## config.mk

```make
export PLATFORM = sky130hd
export DESIGN_NAME = fixed_point_requant_pipe
export DESIGN_NICKNAME = d
export VERILOG_FILES = /design/src/rtl/fxp_pkg.sv /design/src/rtl/fxp_lane_sat.sv /design/src/rtl/fixed_point_requant_pipe.sv
export SDC_FILE = /design/constraint.sdc
export NUM_CORES = 1
export LEC_CHECK = 0
export BUFFER_PORTS_ARGS = -buffer_cell sky130_fd_sc_hd__buf_4
export CORE_ASPECT_RATIO = 1.75
export CORE_UTILIZATION = 55
export CTS_CLUSTER_DIAMETER = 100
export DETAILED_ROUTE_END_ITERATION = 16
export PLACE_DENSITY = 0.9
export SLEW_MARGIN = 10
export SYNTH_ARGS = -nofsm -noshare
export SYNTH_HDL_FRONTEND = slang
export SYNTH_SLANG_ARGS = --single-unit
```

## constraint.sdc

```tcl
create_clock -name clk -period 3.2 [get_ports clk]
set_input_delay 0.48 -clock clk [delete_from_list [all_inputs] [get_ports clk]]
set_output_delay 0.48 -clock clk [all_outputs]
set_load 0.05 [all_outputs]
```

## src/rtl/fxp_pkg.sv

```systemverilog
`default_nettype none
// ============================================================================
// Module : fxp_pkg
// Brief  : Shared types and Q5.11 constants for the requantiser datapath.
// Rev    : 1.0  initial release
// ============================================================================
package fxp_pkg;

    typedef enum logic {
        FXP_MODE_ADD = 1'b0,
        FXP_MODE_MUL = 1'b1
    } fxp_mode_e;

    localparam logic [15:0] FXP_MAX      = 16'h7FFF;
    localparam logic [15:0] FXP_MIN      = 16'h8000;
    localparam int          FXP_OUT_FRAC = 11;

endpackage
`default_nettype wire

```

## src/rtl/fxp_lane_sat.sv

```systemverilog
`default_nettype none
// ============================================================================
// Module : fxp_lane_sat
// Brief  : Combinational shift (+ optional round, FXP_ROUND_EN) and clamp
//          for one lane; the caller registers between the two halves.
// Rev    : 1.0  initial release
// ============================================================================
module fxp_lane_sat
    import fxp_pkg::*;
#(
    parameter int IN_W     = 32,
    parameter int OUT_W    = 16,
    parameter int OUT_FRAC = 11,
    parameter int FRAC_MUL = 22,
    parameter int FRAC_ADD = 11
) (
    input  logic [IN_W-1:0]  i_data,
    input  logic             i_mode,
    output logic [IN_W:0]    o_shifted,
    input  logic [IN_W:0]    i_shifted,
    output logic [OUT_W-1:0] o_data,
    output logic             o_sat_hi,
    output logic             o_sat_lo
);

    localparam int SH_MUL = FRAC_MUL - OUT_FRAC;
    localparam int SH_ADD = FRAC_ADD - OUT_FRAC;
    localparam logic [IN_W:0] c_ONE = {{IN_W{1'b0}}, 1'b1};

`ifdef FXP_ROUND_EN
    // Half of the dropped LSB weight; zero when nothing is shifted out.
    localparam logic [IN_W:0] c_RND_MUL = (c_ONE << SH_MUL) >> 1;
    localparam logic [IN_W:0] c_RND_ADD = (c_ONE << SH_ADD) >> 1;
`else
    localparam logic [IN_W:0] c_RND_MUL = '0;
    localparam logic [IN_W:0] c_RND_ADD = '0;
`endif

    localparam logic signed [IN_W:0] c_HI =
        {{(IN_W-OUT_W+2){1'b0}}, {(OUT_W-1){1'b1}}};
    localparam logic signed [IN_W:0] c_LO =
        {{(IN_W-OUT_W+2){1'b1}}, {(OUT_W-1){1'b0}}};

    logic signed [IN_W:0] w_ext;
    logic signed [IN_W:0] w_sum_mul;
    logic signed [IN_W:0] w_sum_add;
    logic signed [IN_W:0] w_sh_mul;
    logic signed [IN_W:0] w_sh_add;
    logic signed [IN_W:0] w_v;

    assign w_ext     = $signed({i_data[IN_W-1], i_data});
    assign w_sum_mul = w_ext + $signed(c_RND_MUL);
    assign w_sum_add = w_ext + $signed(c_RND_ADD);
    assign w_sh_mul  = w_sum_mul >>> SH_MUL;
    assign w_sh_add  = w_sum_add >>> SH_ADD;
    assign o_shifted = (fxp_mode_e'(i_mode) == FXP_MODE_MUL) ? w_sh_mul : w_sh_add;

    assign w_v      = $signed(i_shifted);
    assign o_sat_hi = (w_v > c_HI);
    assign o_sat_lo = (w_v < c_LO);

    always_comb begin
        o_data = i_shifted[OUT_W-1:0];
        if (o_sat_hi) begin
            o_data = {1'b0, {(OUT_W-1){1'b1}}};
        end else if (o_sat_lo) begin
            o_data = {1'b1, {(OUT_W-1){1'b0}}};
        end
    end

endmodule
`default_nettype wire

```

## src/rtl/fixed_point_requant_pipe.sv

```systemverilog
`default_nettype none
// ============================================================================
// Module : fixed_point_requant_pipe
// Brief  : Two-stage valid/ready requantiser (Q.22/Q.11 -> Q5.11) with
//          per-lane saturation flags and sticky counters. Option: FXP_ROUND_EN.
// Rev    : 1.0  initial release
// ============================================================================
module fixed_point_requant_pipe
    import fxp_pkg::*;
#(
    parameter int IN_W     = 32,
    parameter int OUT_W    = 16,
    parameter int OUT_FRAC = FXP_OUT_FRAC,
    parameter int FRAC_MUL = 22,
    parameter int FRAC_ADD = 11,
    parameter int LANES    = 1,
    parameter int CNT_W    = 16
) (
    input  logic                   clk,
    input  logic                   rst,
    input  logic                   in_valid,
    output logic                   in_ready,
    input  logic                   in_mode,
    input  logic [LANES*IN_W-1:0]  in_data,
    output logic                   out_valid,
    input  logic                   out_ready,
    output logic [LANES*OUT_W-1:0] out_data,
    output logic [LANES-1:0]       out_sat,
    input  logic                   cnt_clr,
    output logic [CNT_W-1:0]       sat_hi_cnt,
    output logic [CNT_W-1:0]       sat_lo_cnt
);

    localparam int PW = $clog2(LANES + 1);

    if ((FRAC_MUL < OUT_FRAC) || (FRAC_ADD < OUT_FRAC) || (OUT_W > IN_W)) begin : g_param_err
        $error("fixed_point_requant_pipe: illegal FRAC_MUL/FRAC_ADD/OUT_W combination");
    end

    logic                       r_s1_valid;
    logic [LANES*(IN_W+1)-1:0]  r_s1_v;
    logic                       r_out_valid;
    logic [LANES*OUT_W-1:0]     r_out_data;
    logic [LANES-1:0]           r_sat_hi;
    logic [LANES-1:0]           r_sat_lo;
    logic [CNT_W-1:0]           r_hi_cnt;
    logic [CNT_W-1:0]           r_lo_cnt;

    logic                       w_s2_adv;
    logic                       w_s1_adv;
    logic                       w_out_fire;
    logic [LANES*(IN_W+1)-1:0]  w_shifted;
    logic [LANES*OUT_W-1:0]     w_clamped;
    logic [LANES-1:0]           w_sat_hi;
    logic [LANES-1:0]           w_sat_lo;
    logic [PW-1:0]              w_pop_hi;
    logic [PW-1:0]              w_pop_lo;
    logic [CNT_W:0]             w_hi_sum;
    logic [CNT_W:0]             w_lo_sum;

    assign w_s2_adv   = !r_out_valid || out_ready;
    assign w_s1_adv   = !r_s1_valid || w_s2_adv;
    assign in_ready   = w_s1_adv && !rst;
    assign w_out_fire = r_out_valid && out_ready;

    for (genvar gi = 0; gi < LANES; gi++) begin : g_lane
        fxp_lane_sat #(
            .IN_W     (IN_W),
            .OUT_W    (OUT_W),
            .OUT_FRAC (OUT_FRAC),
            .FRAC_MUL (FRAC_MUL),
            .FRAC_ADD (FRAC_ADD)
        ) u_lane (
            .i_data    (in_data[gi*IN_W +: IN_W]),
            .i_mode    (in_mode),
            .o_shifted (w_shifted[gi*(IN_W+1) +: IN_W+1]),
            .i_shifted (r_s1_v[gi*(IN_W+1) +: IN_W+1]),
            .o_data    (w_clamped[gi*OUT_W +: OUT_W]),
            .o_sat_hi  (w_sat_hi[gi]),
            .o_sat_lo  (w_sat_lo[gi])
        );
    end

    always_ff @(posedge clk) begin
        if (rst) begin
            r_s1_valid <= 1'b0;
            r_s1_v     <= '0;
        end else if (w_s1_adv) begin
            r_s1_valid <= in_valid;
            if (in_valid) begin
                r_s1_v <= w_shifted;
            end
        end
    end

    // S2 only reloads on advance, which keeps the output stable under backpressure.
    always_ff @(posedge clk) begin
        if (rst) begin
            r_out_valid <= 1'b0;
            r_out_data  <= '0;
            r_sat_hi    <= '0;
            r_sat_lo    <= '0;
        end else if (w_s2_adv) begin
            r_out_valid <= r_s1_valid;
            if (r_s1_valid) begin
                r_out_data <= w_clamped;
                r_sat_hi   <= w_sat_hi;
                r_sat_lo   <= w_sat_lo;
            end
        end
    end

    always_comb begin
        w_pop_hi = '0;
        w_pop_lo = '0;
        for (int i = 0; i < LANES; i++) begin
            w_pop_hi = w_pop_hi + PW'(r_sat_hi[i]);
            w_pop_lo = w_pop_lo + PW'(r_sat_lo[i]);
        end
    end

    assign w_hi_sum = {1'b0, r_hi_cnt} + {{(CNT_W+1-PW){1'b0}}, w_pop_hi};
    assign w_lo_sum = {1'b0, r_lo_cnt} + {{(CNT_W+1-PW){1'b0}}, w_pop_lo};

    // Carry out of the sum means the counter would wrap; pin it at all-ones.
    always_ff @(posedge clk) begin
        if (rst || cnt_clr) begin
            r_hi_cnt <= '0;
            r_lo_cnt <= '0;
        end else if (w_out_fire) begin
            r_hi_cnt <= w_hi_sum[CNT_W] ? '1 : w_hi_sum[CNT_W-1:0];
            r_lo_cnt <= w_lo_sum[CNT_W] ? '1 : w_lo_sum[CNT_W-1:0];
        end
    end

    assign out_valid  = r_out_valid;
    assign out_data   = r_out_data;
    assign out_sat    = r_sat_hi | r_sat_lo;
    assign sat_hi_cnt = r_hi_cnt;
    assign sat_lo_cnt = r_lo_cnt;

endmodule
`default_nettype wire

```

== Yosys cells after proc, flatten, opt, wreduce, memory -nomap -nowiden ==
Cells that the tools add are included.

* Logic and storage cells: 28
* Output and inout bits: 51
* Input bits: 38
* Bits in registers: 84

* $lt $le $gt $ge: 2
* Muxes and demuxes: 5
* Add/sub/neg operators: 2
* Reduce and logical (&&, ||, !) cells: 10
* Bitwise logic cells: 1

{| class="wikitable"
|+ Operator list
! cell !! number
|-
| two-way mux 16 bit || 4
|-
| adder 16 x 1 -> 17 bit || 2
|-
| greater-than comparator 32 x 16 -> 1 bit (second input constant) || 1
|-
| less-than comparator 32 x 16 -> 1 bit (second input constant) || 1
|-
| two-way mux 31 bit || 1
|-
| AND reduction 2 bit || 2
|-
| logical NOT 1 bit || 3
|-
| logical OR 1 bit || 3
|-
| logical AND 1 bit || 2
|-
| bitwise OR 1 bit || 1
|}

== Longest topological paths before layout ==
* Word-level depth: 4
* Mapped depth: 6
* Depth with buffers taken out: 6

== Modules after synthesis ==
A second synthesis with hierarchy kept.

* Cell total of the unflattened synthesis: 482
* Area, all modules: 4002.6 sq um

{| class="wikitable"
|+ By module, submodules not included
! module !! seq. area each (sq um) !! times used !! cells each !! area each (sq um)
|-
| fixed_point_requant_pipe || 1701.6 || 1 || 400 || 3408.3
|-
| fxp_lane_sat || 0.0 || 1 || 82 || 594.3
|}

== Least setup slack after synthesis ==
OpenSTA, ideal clock, no wires.

* Path kind: input-to-output
* Start: in rst
* End: out in_ready
* Stages: 3
* Path buffers: 2
* Path slack: 1182 ps
* Arrival: 1538 ps
* Data required time: 2720 ps
* Cells stage by stage: clkbuf_1 -> clkbuf_1 -> nor2_1

* Cells in the longest elaborated chain, start to end: 2

{| class="wikitable"
|+ Ends and longest elaborated chain
! element !! line !! source
|-
| from (decl) || fixed_point_requant_pipe.sv:20 || <nowiki>input logic rst,</nowiki>
|-
| logical NOT 1 bit || fixed_point_requant_pipe.sv:63 || <nowiki>assign in_ready = w_s1_adv && !rst;</nowiki>
|-
| logical AND 1 bit || fixed_point_requant_pipe.sv:63 ||
|-
| to (decl) || fixed_point_requant_pipe.sv:22 || <nowiki>output logic in_ready,</nowiki>
|}

Every way passes these cells.

== Final worst setup path ==
* Start: reg r_hi_cnt[0] (netlist: sat_hi_cnt[0])
* End: reg r_hi_cnt[11] (netlist: sat_hi_cnt[11])

* Cells in the longest elaborated chain, start to end: 2

{| class="wikitable"
|+ Ends and longest elaborated chain
! element !! line !! source
|-
| from (decl) || fixed_point_requant_pipe.sv:46 || <nowiki>logic [CNT_W-1:0] r_hi_cnt;</nowiki>
|-
| from (signal assigned) || fixed_point_requant_pipe.sv:131 || <nowiki>r_hi_cnt <= w_hi_sum[CNT_W] ? '1 : w_hi_sum[CNT_W-1:0];</nowiki>
|-
| adder 16 x 1 -> 17 bit || fixed_point_requant_pipe.sv:122 || <nowiki>assign w_hi_sum = {1'b0, r_hi_cnt} + {{(CNT_W+1-PW){1'b0}}, w_pop_hi};</nowiki>
|-
| two-way mux 16 bit || fixed_point_requant_pipe.sv:131 ||
|}

Every way passes these cells.
A chain may end at the register's enable or synchronous reset.

==> results.yml <==
final_layout:
  final_cells: 589
  fin_area_mm2: 0.004743
  area_growth_pct: 26.70
  fillCellCount: 486
  num_antenna_cells: 0
  nets: 544
  drive_above_1_share: 0.2367
yosys:
  synth_cell_types: 45
  synth_fa_ha_area_frac: 0.01337
  synth_common_cells: "dfxtp_1, a21oi_1, nor2_1"
  ys_ff_latch: 84
  synthMuxAreaShare: 0.06150
  synthSimpleGateAreaFrac: 0.1952
  ys_seq_area_frac: 0.4492
  synth_top_family_by_area: "compound AO/OA/AOI/OAI gates"
  yosysTopAreaCell: "dfxtp_1"
  synth_compound_area_frac: 0.2109
  syn_area_mm2: 0.003744
  synth.most_common_cell: "dfxtp_1"
  synth_nets: 468
  synth_flop_cell: "dfxtp_1"
  syn_inst: 426
  yosysWarnings: 0
  synth_xor_xnor_area_share: 0.03275
  synth_area_leaders: "dfxtp_1, a211oi_1, a21oi_1"
  synth_enable_flop_cells: 0
  yosys.area.top_type_share: 0.4492
  async_reset_ff_frac: 0
  avgSynthCellArea_um2: 8.788
power:
  ir_drop_uv: 477.6
  p_leak_nw: 1.897
  p_per_area_mw_per_mm2: 530.9
clock_network:
  clockBufferDepth: 2
  htreeDepth: 3
  cts_tree: "built"
  cts_resized: 0
  cts_inserted_buffers: 9
  cts-root-buf: "clkbuf_16"
  cts_setup_buffers: 0
  cts.sinks: 84
  holdBufCountCts: 0
  clkTransAtPathRegs_ns: 0.06
  clkLatencyLatePin_ns: 0.34
sta:
  finalCritPeriodShare: 0.6189
  rsz0062_at_grt: "no"
  slew_headroom: 0.3817
  postLayoutSetupSlackWorst_ns: 1.219
  finClkSkew_ns: 0.007217
  finalCriticalPeriod_ns: 1.981
  slew_viol_final: 0
  setup_viol: 0
  hold_viol: 0
  fmax_mhz: 504.9
  tightest_slew_ns: 0.9242
  fin_tns_setup_ns: 0
die:
  die_h_um: 111.1
  dieArea_mm2: 0.007154
  start_util: 0.5725
  fp.dieW_um: 64.37
  pin_count: 89
  core_area_mm2: 0.006539
  rows: 39
route:
  drt_wl_total_um: 9505
  routed-via-count: 3531
  via_per_inst: 5.995
  drt-initial-drc-count: 364
  dr.pass1.iters: 5
  antenna_left: 0
  post_drt_wl_per_cell_um: 16.14
  drc_errors: 0
worst_setup_path:
  required_ns: 3.46
  start_kind: "register"
  end_kind: "register"
  crit_fanout: 10
  cp_data_arrival_time_ns: 2.24
  critPathKind: "register to register"
  reg2reg_setup_slack_ns: 1.22
grt:
  grt_pass1_vias: 3265
  grt.total_usage: 0.2770
  antenna_found_initial: 0
  grt_pass1_wl_um: 15550
  grt_max_degree: 41
  overflow: 0
placed_design:
  dp.cells: 573
  port-buffer-count: 88
  place_hpwl_um: 6704
  gp_congestion: 0.9293
  place_area_mm2: 0.004428
  place_ws_ns: 1.183
job:
  maxCapViolCount: 0
min_path:
  worstHoldPathType: "primary input to register"
status:
  status: "finished clean"
## logic make-up after synthesis
group | after synthesis
and+or+nand+nor | 146
AOI/OAI and AO/OA | 121
DFF | 84
buffers and inverters | 34
muxes | 23
xor gates and xnor gates | 14
adders and majority gates | 4
## per-layer routing
metal,global-route usage,part of all wire,vias up
met5,0,0,-
met4,0.09926,0.019,0
met3,0.04835,0.044,20
met2,0.5039,0.55,127
met1,0.3127,0.39,1664
li1,-,-,1720
## flip-flops by register name, summed over array words and instances, names as in the netlist
register    cells
r_sat_hi        1
r_s1_valid      1
sat_lo_cnt     16
sat_hi_cnt     16
r_s1_v         32
out_data       16
out_valid       1
r_sat_lo        1
## per-stage QoR
step,utilization,hold slack [ns],total power [mW]
5_1_grt,0.7254,0.3825,2.602
3_5_place_dp,0.6772,0.4531,1.441
2_1_floorplan,-,0.4343,1.336
3_3_place_gp,0.6772,0.4443,1.430
4_1_cts,0.7254,0.3630,2.524
6_report,0.7254,0.3651,2.518
## path summary, 6_finish.rpt
check | from | end | cells after the start
worst min register to register | r_s1_v[3] | out_data[3] | 2
worst max-delay path | sat_hi_cnt[0] | sat_hi_cnt[11] | 6
worst min-delay path | in_valid | r_s1_valid | 3
worst max register to register | sat_hi_cnt[0] | sat_hi_cnt[11] | 6
## cell type report
class,count,area [um2],area share
sequential,84,1682,0.3545
tap,82,102.6,0.02163
clock buffer,10,229.0,0.04827
multi-input combinational,308,1931,0.4070
inverter,8,30.03,0.006331
timing repair buffer,91,683.2,0.1440
clock inverter,6,86.33,0.01820
## power breakdown
part | internal, mW | switching [mW] | total [mW]
logic | 0.110 | 0.182 | 0.291
clock network | 0.683 | 0.413 | 1.10
registers | 1.10 | 0.0346 | 1.13
total | 1.89 | 0.629 | 2.52
## cells in the final DEF, fill, tap and decap left out, types with 2 or more instances in the layout
master / n
buf_4: 91
dfxtp_1: 84
a21oi_1: 47
nor2_1: 46
nand2_1: 33
a211oi_1: 32
mux2i_1: 23
o21ai_0: 20
nor4_1: 14
xnor2_1: 11
nand4_1: 10
nor3_1: 10
nand3_1: 9
clkbuf_16: 9
inv_1: 8
a31oi_1: 7
o221a_2: 4
ha_1: 4
or2_2: 3
a41o_1: 3
xor2_1: 3
and2_1: 2
nand2b_1: 2
a41oi_1: 2
nand3b_1: 2
or3_1: 2
o31ai_1: 2
and4_1: 2
clkinv_2: 2
bufinv_16: 2
## critical path, cell delays in order, from the launching register on
cell,delay [ns]
dfxtp_1,0.38
ha_1,0.21
ha_1,0.18
nand3_1,0.21
nor3_2,0.41
nand3_2,0.30
a21oi_1,0.21
Note: power is estimated with default switching activity, not from simulation.
